[src/rtl/room_code_entry_pkg.sv]
// Shared definitions for the room code keypad front-end: FSM state
// encoding, special key codes and default code parameters.
package room_code_entry_pkg;

    typedef enum logic [1:0] {
        IDLE = 2'd0,
        ONE  = 2'd1,
        TWO  = 2'd2,
        HOLD = 2'd3
    } state_t;

    localparam logic [3:0] KEY_CLEAR  = 4'hA;
    localparam logic [3:0] KEY_ENTER  = 4'hB;

    localparam logic [7:0] DEF_PREFIX = 8'h01;
    localparam logic [7:0] DEF_LIMIT  = 8'h22;

    // A key code in 0..9 is a decimal digit.
    function automatic logic is_digit(input logic [3:0] key);
        return (key <= 4'h9);
    endfunction

endpackage

[src/rtl/entry_timer.sv]
// Loadable, clearable up-counter with enable and a terminal-count flag.
// Clear has priority over load, and load has priority over count.
module entry_timer
    import room_code_entry_pkg::*;
#(
    parameter int CNT_W = 10
) (
    input  logic             clk,
    input  logic             reset,
    input  logic             clr,
    input  logic             en,
    input  logic             load,
    input  logic [CNT_W-1:0] load_val,
    input  logic [CNT_W-1:0] term_val,
    output logic             tc
);

    localparam logic [CNT_W-1:0] CNT_ZERO = {CNT_W{1'b0}};
    localparam logic [CNT_W-1:0] CNT_ONE  = {{(CNT_W-1){1'b0}}, 1'b1};

    logic [CNT_W-1:0] count_r;

    // Counter register: clear, load or increment while enabled.
    always_ff @(posedge clk or posedge reset) begin
        if (reset) begin
            count_r <= CNT_ZERO;
        end else if (clr) begin
            count_r <= CNT_ZERO;
        end else if (load) begin
            count_r <= load_val;
        end else if (en) begin
            count_r <= count_r + CNT_ONE;
        end else begin
            count_r <= count_r;
        end
    end

    assign tc = (count_r == term_val);

endmodule

[src/rtl/room_code_entry.sv]
// Keypad front-end: collects up to two BCD digits, validates them against
// LIMIT on enter and presents {PREFIX, tens, ones} with a valid/ack
// handshake. Partial entries are discarded after an idle timeout.
module room_code_entry
    import room_code_entry_pkg::*;
#(
    parameter logic [7:0] PREFIX         = DEF_PREFIX,
    parameter logic [7:0] LIMIT          = DEF_LIMIT,
    parameter int         TIMEOUT_CYCLES = 1000,
    parameter int         CNT_W          = 10
) (
    input  logic        clk,
    input  logic        reset,
    input  logic        key_valid,
    input  logic [3:0]  key_code,
    input  logic        code_ack,
    output logic [15:0] code_out,
    output logic        code_valid,
    output logic [7:0]  entry_digits,
    output logic        err,
    output logic        timeout
);

    localparam logic [CNT_W-1:0] TERM_CNT = CNT_W'(TIMEOUT_CYCLES - 1);
    localparam logic [CNT_W-1:0] CNT_ZERO = {CNT_W{1'b0}};

    state_t      state_r,      state_nxt_s;
    logic [7:0]  digits_r,     digits_nxt_s;
    logic [15:0] code_out_r,   code_nxt_s;
    logic        code_valid_r, valid_nxt_s;
    logic        err_r,        err_nxt_s;
    logic        timeout_r,    timeout_nxt_s;

    logic        timer_en_s;
    logic        timer_clr_s;
    logic        timer_tc_s;

    // Idle timer runs only while a partial entry is held; any key or
    // state change restarts it.
    always_comb begin
        timer_en_s  = (state_r == ONE) || (state_r == TWO);
        timer_clr_s = key_valid || (state_nxt_s != state_r) || !timer_en_s;
    end

    entry_timer #(
        .CNT_W (CNT_W)
    ) u_entry_timer (
        .clk      (clk),
        .reset    (reset),
        .clr      (timer_clr_s),
        .en       (timer_en_s),
        .load     (1'b0),
        .load_val (CNT_ZERO),
        .term_val (TERM_CNT),
        .tc       (timer_tc_s)
    );

    // Next-state and next-output logic for the entry FSM.
    always_comb begin
        state_nxt_s   = state_r;
        digits_nxt_s  = digits_r;
        code_nxt_s    = code_out_r;
        valid_nxt_s   = code_valid_r;
        err_nxt_s     = 1'b0;
        timeout_nxt_s = 1'b0;

        case (state_r)
            IDLE: begin
                if (key_valid && is_digit(key_code)) begin
                    digits_nxt_s = {4'h0, key_code};
                    state_nxt_s  = ONE;
                end else if (key_valid && (key_code == KEY_ENTER)) begin
                    err_nxt_s = 1'b1;
                end else begin
                    state_nxt_s = IDLE;
                end
            end

            ONE, TWO: begin
                if (key_valid && is_digit(key_code)) begin
                    // Shift: only the last two digits are kept.
                    digits_nxt_s = {digits_r[3:0], key_code};
                    state_nxt_s  = TWO;
                end else if (key_valid && (key_code == KEY_ENTER)) begin
                    // A single digit is always in range; two are checked.
                    if ((state_r == ONE) || (digits_r <= LIMIT)) begin
                        code_nxt_s  = {PREFIX, digits_r};
                        valid_nxt_s = 1'b1;
                        state_nxt_s = HOLD;
                    end else begin
                        err_nxt_s    = 1'b1;
                        digits_nxt_s = 8'h00;
                        state_nxt_s  = IDLE;
                    end
                end else if (key_valid && (key_code == KEY_CLEAR)) begin
                    digits_nxt_s = 8'h00;
                    state_nxt_s  = IDLE;
                end else if (!key_valid && timer_tc_s) begin
                    timeout_nxt_s = 1'b1;
                    digits_nxt_s  = 8'h00;
                    state_nxt_s   = IDLE;
                end else begin
                    state_nxt_s = state_r;
                end
            end

            HOLD: begin
                // Keys are dropped until the consumer acknowledges.
                if (code_ack) begin
                    valid_nxt_s  = 1'b0;
                    digits_nxt_s = 8'h00;
                    state_nxt_s  = IDLE;
                end else begin
                    state_nxt_s = HOLD;
                end
            end

            default: begin
                valid_nxt_s  = 1'b0;
                digits_nxt_s = 8'h00;
                state_nxt_s  = IDLE;
            end
        endcase
    end

    // State and registered outputs.
    always_ff @(posedge clk or posedge reset) begin
        if (reset) begin
            state_r      <= IDLE;
            digits_r     <= 8'h00;
            code_out_r   <= 16'h0000;
            code_valid_r <= 1'b0;
            err_r        <= 1'b0;
            timeout_r    <= 1'b0;
        end else begin
            state_r      <= state_nxt_s;
            digits_r     <= digits_nxt_s;
            code_out_r   <= code_nxt_s;
            code_valid_r <= valid_nxt_s;
            err_r        <= err_nxt_s;
            timeout_r    <= timeout_nxt_s;
        end
    end

    assign code_out     = code_out_r;
    assign code_valid   = code_valid_r;
    assign entry_digits = digits_r;
    assign err          = err_r;
    assign timeout      = timeout_r;

endmodule

[config.mk]
export PLATFORM = sky130hd
export DESIGN_NAME = room_code_entry
export DESIGN_NICKNAME = d
export VERILOG_FILES = /design/src/rtl/room_code_entry_pkg.sv /design/src/rtl/entry_timer.sv /design/src/rtl/room_code_entry.sv
export SDC_FILE = /design/constraint.sdc
export NUM_CORES = 1
export LEC_CHECK = 0
export BUFFER_PORTS_ARGS = -buffer_cell sky130_fd_sc_hd__buf_2
export CAP_MARGIN = 20
export CORE_MARGIN = 3
export CORE_UTILIZATION = 53
export DETAILED_ROUTE_END_ITERATION = 6
export PLACE_DENSITY = 0.77
export SLEW_MARGIN = 20
export SYNTH_ARGS = -nofsm -noshare
export SYNTH_HDL_FRONTEND = slang
export SYNTH_SLANG_ARGS = --single-unit
[constraint.sdc]
create_clock -name clk -period 2.19 [get_ports clk]
set_clock_uncertainty 0.1 [all_clocks]
set_input_delay 0.657 -clock clk [delete_from_list [all_inputs] [get_ports clk]]
set_output_delay 0.657 -clock clk [all_outputs]
set_load 0.02 [all_outputs]
==> Yosys cells after proc, flatten, opt, wreduce, memory -nomap -nowiden <==
Index checks and enable logic that the tools add are counted.
{ "classes": {"add_sub_neg": 1, "order_cmp": 2, "eq_ne": 14, "n_mux": 35, "bitwise_logic": 1, "n_reduce_logical": 17} }
{ "op_table": {"columns": ["operator", "count"], "rows": [
  ["8-bit two-way mux", 7],
  ["8-bit one-hot mux with 3 select lines", 1],
  ["10-bit two-way mux", 2],
  ["2-bit two-way mux", 8],
  ["1-bit two-way mux", 14],
  ["10-bit by 1-bit adder with 10-bit output, second input constant", 1],
  ["10-bit equality test, second input constant", 1],
  ["2-bit inequality test, second input constant", 5],
  ["4-bit equality test, second input constant", 2],
  ["8-bit by 6-bit <= comparator with 1-bit output, second input constant", 1],
  ["4-bit AND reduction", 2],
  ["2-bit one-hot mux with 3 select lines", 1],
  ["5-bit inequality test, second input constant", 1],
  ["5-bit AND reduction", 1],
  ["2-bit equality test, second input constant", 2],
  ["4-bit <= comparator, second input constant", 1],
  ["1-bit logical AND", 4],
  ["1-bit logical OR", 4],
  ["4-bit inequality test, second input constant", 1],
  ["1-bit one-hot mux with 2 select lines", 2],
  ["2-bit nonzero test", 2],
  ["2-bit by 1-bit equality test with 1-bit output, second input constant", 1],
  ["1-bit zero test", 2],
  ["2-bit zero test", 1],
  ["3 further kinds", 3]
]} }
{ "word_totals": {"regBits": 32, "inputBits": 8, "out_inout_bits": 27, "word_cells": 77} }

==> Depth between registers and ports, before layout <==
{ "logic_depth": {"depth_word": 11, "ltp_mapped": 8, "mapped_depth_nobuf": 7} }

==> Modules after synthesis <==
A second synthesis with hierarchy kept.
{ "unflattened": {"cells_unflattened": 213, "hier_area_um2": 1971.9} }
{ "by_module_without_submodules": {"columns": ["mod", "instances", "cells_each", "area_each_um2", "seq_area_each_um2"], "rows": [
  ["room_code_entry", 1, 130, 1253.7, 550.5],
  ["entry_timer", 1, 83, 718.2, 250.2]
]} }

==> Worst setup path before layout <==
Ideal clock, no wire load.
{ "synth_path": {"path_kind": "input to register", "startpoint": "input port key_valid", "endpoint": "register u_entry_timer.count_r[2]", "setup_time_ns": 0.073, "arrival_ns": 1.941, "t_required_ns": 2.017, "setup_slack_ns": 0.076, "stages": 8, "path_buffers": 2, "path_cell_list": "buf_6 nand4b_4 or2_1 buf_6 and3_4 nor4_4 nand4_4 nor2_1"} }
{ "synth_via": {"elab_chain_cells": 11, "elab_cells_between_ends": 17, "cone_classes": "eq/ne: 1; mux: 8; reduce/logical: 8"} }
{ "synth_rtl": {"columns": ["item", "line", "rtl"], "rows": [
  ["start, declared", "room_code_entry.sv:14", "input logic key_valid,"],
  ["1-bit zero test", "room_code_entry.sv:98", "end else if (!key_valid && timer_tc_s) begin"],
  ["1-bit logical AND", "room_code_entry.sv:98", null],
  ["2-bit two-way mux", "room_code_entry.sv:98", null],
  ["2-bit two-way mux", "room_code_entry.sv:95", "end else if (key_valid && (key_code == KEY_CLEAR)) begin"],
  ["2-bit two-way mux", "room_code_entry.sv:84", "end else if (key_valid && (key_code == KEY_ENTER)) begin"],
  ["2-bit two-way mux", "room_code_entry.sv:80", "if (key_valid && is_digit(key_code)) begin"],
  ["2-bit one-hot mux with 3 select lines", "room_code_entry.sv:67", "case (state_r)"],
  ["2-bit inequality test", "room_code_entry.sv:42", "timer_clr_s = key_valid || (state_nxt_s != state_r) || !timer_en_s;"],
  ["1-bit logical OR (*) (2 in a row)", "room_code_entry.sv:42", null],
  ["10-bit two-way mux / 2-bit nonzero test (equally long branches)", null, null],
  ["end signal, assigned", "entry_timer.sv:30", "count_r <= load_val;"],
  ["end signal, assigned", "entry_timer.sv:32", "count_r <= count_r + CNT_ONE;"],
  ["end signal, assigned", "entry_timer.sv:34", "count_r <= count_r;"],
  ["end, declared", "entry_timer.sv:21", "logic [CNT_W-1:0] count_r;"]
]} }
Every way passes the cells marked *; elsewhere a longest branch is shown, timed or not.
A chain may end at the register's enable or synchronous reset.

==> Final worst setup path <==
{ "layout_path": {"startpoint": "register state_r[1]", "endpoint": "register digits_r[4] (netlist: entry_digits[4])"} }
{ "layout_via": {"elab_chain_cells": 4, "elab_cells_between_ends": 12, "cone_classes": "eq/ne: 7; mux: 1; reduce/logical: 4"} }
{ "layout_rtl": {"columns": ["item", "line", "rtl"], "rows": [
  ["start, declared", "room_code_entry.sv:27", "state_t state_r, state_nxt_s;"],
  ["start signal, assigned", "room_code_entry.sv:136", "state_r <= state_nxt_s;"],
  ["2-bit by 1-bit equality test with 1-bit output / 2-bit equality test (equally long branches)", "room_code_entry.sv:67, room_code_entry.sv:86", null],
  ["2-bit OR reduction / 1-bit logical OR (equally long branches)", "room_code_entry.sv:67, room_code_entry.sv:86", null],
  ["5-bit inequality test (no source line) / 4-bit inequality test (equally long branches)", null, null],
  ["4-bit AND reduction (no source line)", null, null],
  ["end signal, assigned", "room_code_entry.sv:137", "digits_r <= digits_nxt_s;"],
  ["end, declared", "room_code_entry.sv:28", "logic [7:0] digits_r, digits_nxt_s;"]
]} }
Several ways; a longest one is shown, not always the timed one.

==> metrics.txt <==
Reg2Reg Depth=8; via density per instance=5.470; detail-routed net length per standard cell=14.84 um; buffer depth of the longest clock path=2; worst endpoint required time=2340 ps; die area=0.004072 sq mm; number of hold-repair buffers added at the cts stage=0; final critical path time including I/O delays and setup=2084 ps; Die H=63.82 um; number of flops mapped to enable cells by yosys=0; library cell used as clock root buffer=clkbuf_4; fraction of layout cells with a size suffix above 1=39.55%; clk_lat worst skew=330 ps; total setup violations reported at the end of the flow=0; number of antenna violations at the first check in global routing=0; number of H-tree branching levels=2; Power Internal=0.001329 W; biggest fanout along the worst timing path=5; area occupied by multi-input gates=928.4 sq um; sum of net half-perimeters after detailed placement=2699 um; CTS clock-pin slew for the worst setup and hold paths=90 ps; CTS tree=done; worst ir drop on vdd=0.7513 mV; setup slack of the worst register-to-register path=110 ps; unique cell type count in the Yosys netlist=45; share of Yosys cell area claimed by the top area cell type=45.20%; Switching Share=39.45%; Fin Setup TNS=0 ps; result of the run=completed; portion of the post-synthesis area used by sequential elements=45.20%; die outline width=63.82 um; warnings from Yosys=0; number of design rule violations left after detail routing=0; number of global-route vias before repair=1327; static power due to leakage=1.026 nW; antenna cells=0; synthesized instance count=171; critical path capture point type=flop; register bit count reported by yosys=32; worst hold slack across all endpoints=289.2 ps; data arrival time of the worst path=2240 ps; proportion of power drawn by flip-flops and latches=36.1%; reg-to-reg critical path startpoint=state_r[1]; pin count of the biggest net entering global routing=33; Reg-to-Reg End=entry_digits[4]; count of port buffers added during placement=27; switching pwr=0.0008656 W; total number of vias=1444; netlist area before placement=0.001772 sq mm; register area=803.3 sq um; residual overflow from global routing=0; path category of the worst min-delay check=input port to asynchronous set/reset pin; fraction of power consumed by combinational cells=47.0%; dominant register cell in the synthesized netlist=dfrtp_1; Initial Utilization=56.64%; top post-synthesis cells by area=dfrtp_1, mux2_2, nor2_1; DRT Pass-1 Iters=4; cell types with the highest counts after synthesis=dfrtp_1, nor2_1, inv_1, mux2_2, nand2_1; number of rows created at floorplan=20; final wirelength=3917 um; FILL cells=241; layout overhead on the synthesized area=22.74%; Placeable Area=0.003128 sq mm; wire length of the first global-routing pass=6299 um; Post-DP Area=0.002024 sq mm; Starting DRT DRC Count=105; peak clock frequency supported by timing=0.4798 GHz; total power=0.002194 W; count of pins over their slew limit=0; most common cell in the netlist=dfrtp_1; # clock sinks=32; number of hold-slack violations in the final timing report=0; Clk pwr share=16.9%; part of the cycle the worst path needs=95.16%; power density over cell area=1009 mW/mm^2; area of all placed cells without fillers=0.002175 sq mm; I/O pin cnt=35; Setup Crit Path Kind=flop to flop; antenna-violating nets left=0; final-stage net count=233; Placer Congestion=0.8671; startpoint kind of the worst setup timing path=flop; Post-synth ARST share=100.0%; total clock buffers created by CTS=5; MaxCap Viol Count=0; cell taking the most area after synthesis=dfrtp_1; synthesized area divided by synthesized cell count=10.36 sq um; global-route total usage across every layer=19.86%
-- cell usage in the layout, fill, tap and decap left out, types with 2 or more instances in the layout --
| master | n |
|---|---|
| dfrtp_1 | 30 |
| nand2_1 | 11 |
| conb_1 | 7 |
| buf_4 | 19 |
| o21ai_0 | 6 |
| or2_2 | 2 |
| ha_1 | 3 |
| dfrtp_2 | 2 |
| clkbuf_8 | 2 |
| nor2_1 | 17 |
| ha_2 | 2 |
| nor2b_1 | 5 |
| mux2i_1 | 4 |
| nand3_1 | 2 |
| nand4_1 | 3 |
| clkbuf_4 | 5 |
| buf_2 | 27 |
| xnor2_1 | 5 |
| mux2_2 | 12 |
| nor2_2 | 3 |
| inv_1 | 12 |
| xor2_1 | 3 |
| nor3_1 | 6 |
| o211ai_1 | 3 |
| a21oi_1 | 3 |
-- flip-flops by register name, summed over array words and instances (netlist names) --
register and flops:
code_out 9, code_valid 1, entry_digits 8, err 1
state_r 2, timeout 1, u_entry_timer.count_r 10
-- layout make-up --
| cell class | count | share of cell area (%) |
|---|---|---|
| multi-input combinational | 123 | 42.69 |
| sequential | 32 | 36.94 |
| timing repair buffer | 46 | 12.77 |
| clock buffer | 7 | 2.992 |
| tap | 44 | 2.532 |
| inverter | 12 | 2.071 |
-- worst max-delay path by stage --
| stage | startpoint | endpoint | slack (ps) | cells after the start |
|---|---|---|---|---|
| global placement | key_valid | u_entry_timer.count_r[2] | -50 | 7 |
| CTS | state_r[1] | u_entry_timer.count_r[8] | 40 | 7 |
| floorplan | key_valid | u_entry_timer.count_r[2] | 80 | 8 |
| global route | state_r[1] | u_entry_timer.count_r[8] | -30 | 8 |
| finish | state_r[1] | entry_digits[4] | 110 | 8 |
| detailed placement | key_code[1] | u_entry_timer.count_r[8] | -80 | 7 |
-- cell families (layout without fill, tap and decap cells) --
logic type               after synthesis  count (layout)  share of synthesized area, %
multiplexers                          16              16                         9.887
flip-flops                            32              32                         45.20
XOR/XNOR                               8               8                         3.955
adder cells (fa/ha/maj)                5               5                         3.531
buffers and inverters                 22              65                         7.062
other                                  1               7                        0.2117
AO/OA/AOI/OAI                         23              23                         9.182
AND/OR/NAND/NOR                       64              64                         20.98
-- power groups by stage --
stage / logic [W] / clock network (W) / registers [W]
floorplan: 0.000560 / 0 / 0.000878
global placement: 0.000905 / 0 / 0.000799
detailed placement: 0.000931 / 0 / 0.000806
CTS: 0.000940 / 0.000376 / 0.000795
global route: 0.00112 / 0.000411 / 0.000809
finish: 0.00103 / 0.000371 / 0.000792
-- routing by layer --
layer	up-vias	global-route usage (%)	part of all wire, %
li1	671	-	-
met1	717	27.29	43
met2	49	30.71	48
met3	7	5.975	6.7
met4	0	4.852	1.3
met5	-	0	0
-- metrics by stage --
| stage | cells | util, % | setup slack, ps |
|---|---|---|---|
| after floorplan | 177 | - | 75.64 |
| after global placement | 254 | 64.72 | -47.64 |
| after detailed placement | 254 | 64.72 | -84.61 |
| after CTS | 261 | 66.92 | 40.91 |
| after global routing | 264 | 69.52 | -26.04 |
| final | 264 | 69.52 | 105.9 |
-- worst max-delay path, cell delays in order (launching register included) --
cell and delay, ps:
dfrtp_2 420, inv_1 90, ha_1 180, a211o_1 310
and3_1 240, a211oi_2 180, nand2_2 130, buf_4 180
mux2i_1 170
-- what timing repair did --
action                     in CTS  in global routing
setup endpoints to repair      10                 18
buffers inserted                0                  3
pin swaps                       0                  0
resized for setup               2                 13
(Power assumes the default switching activity.)
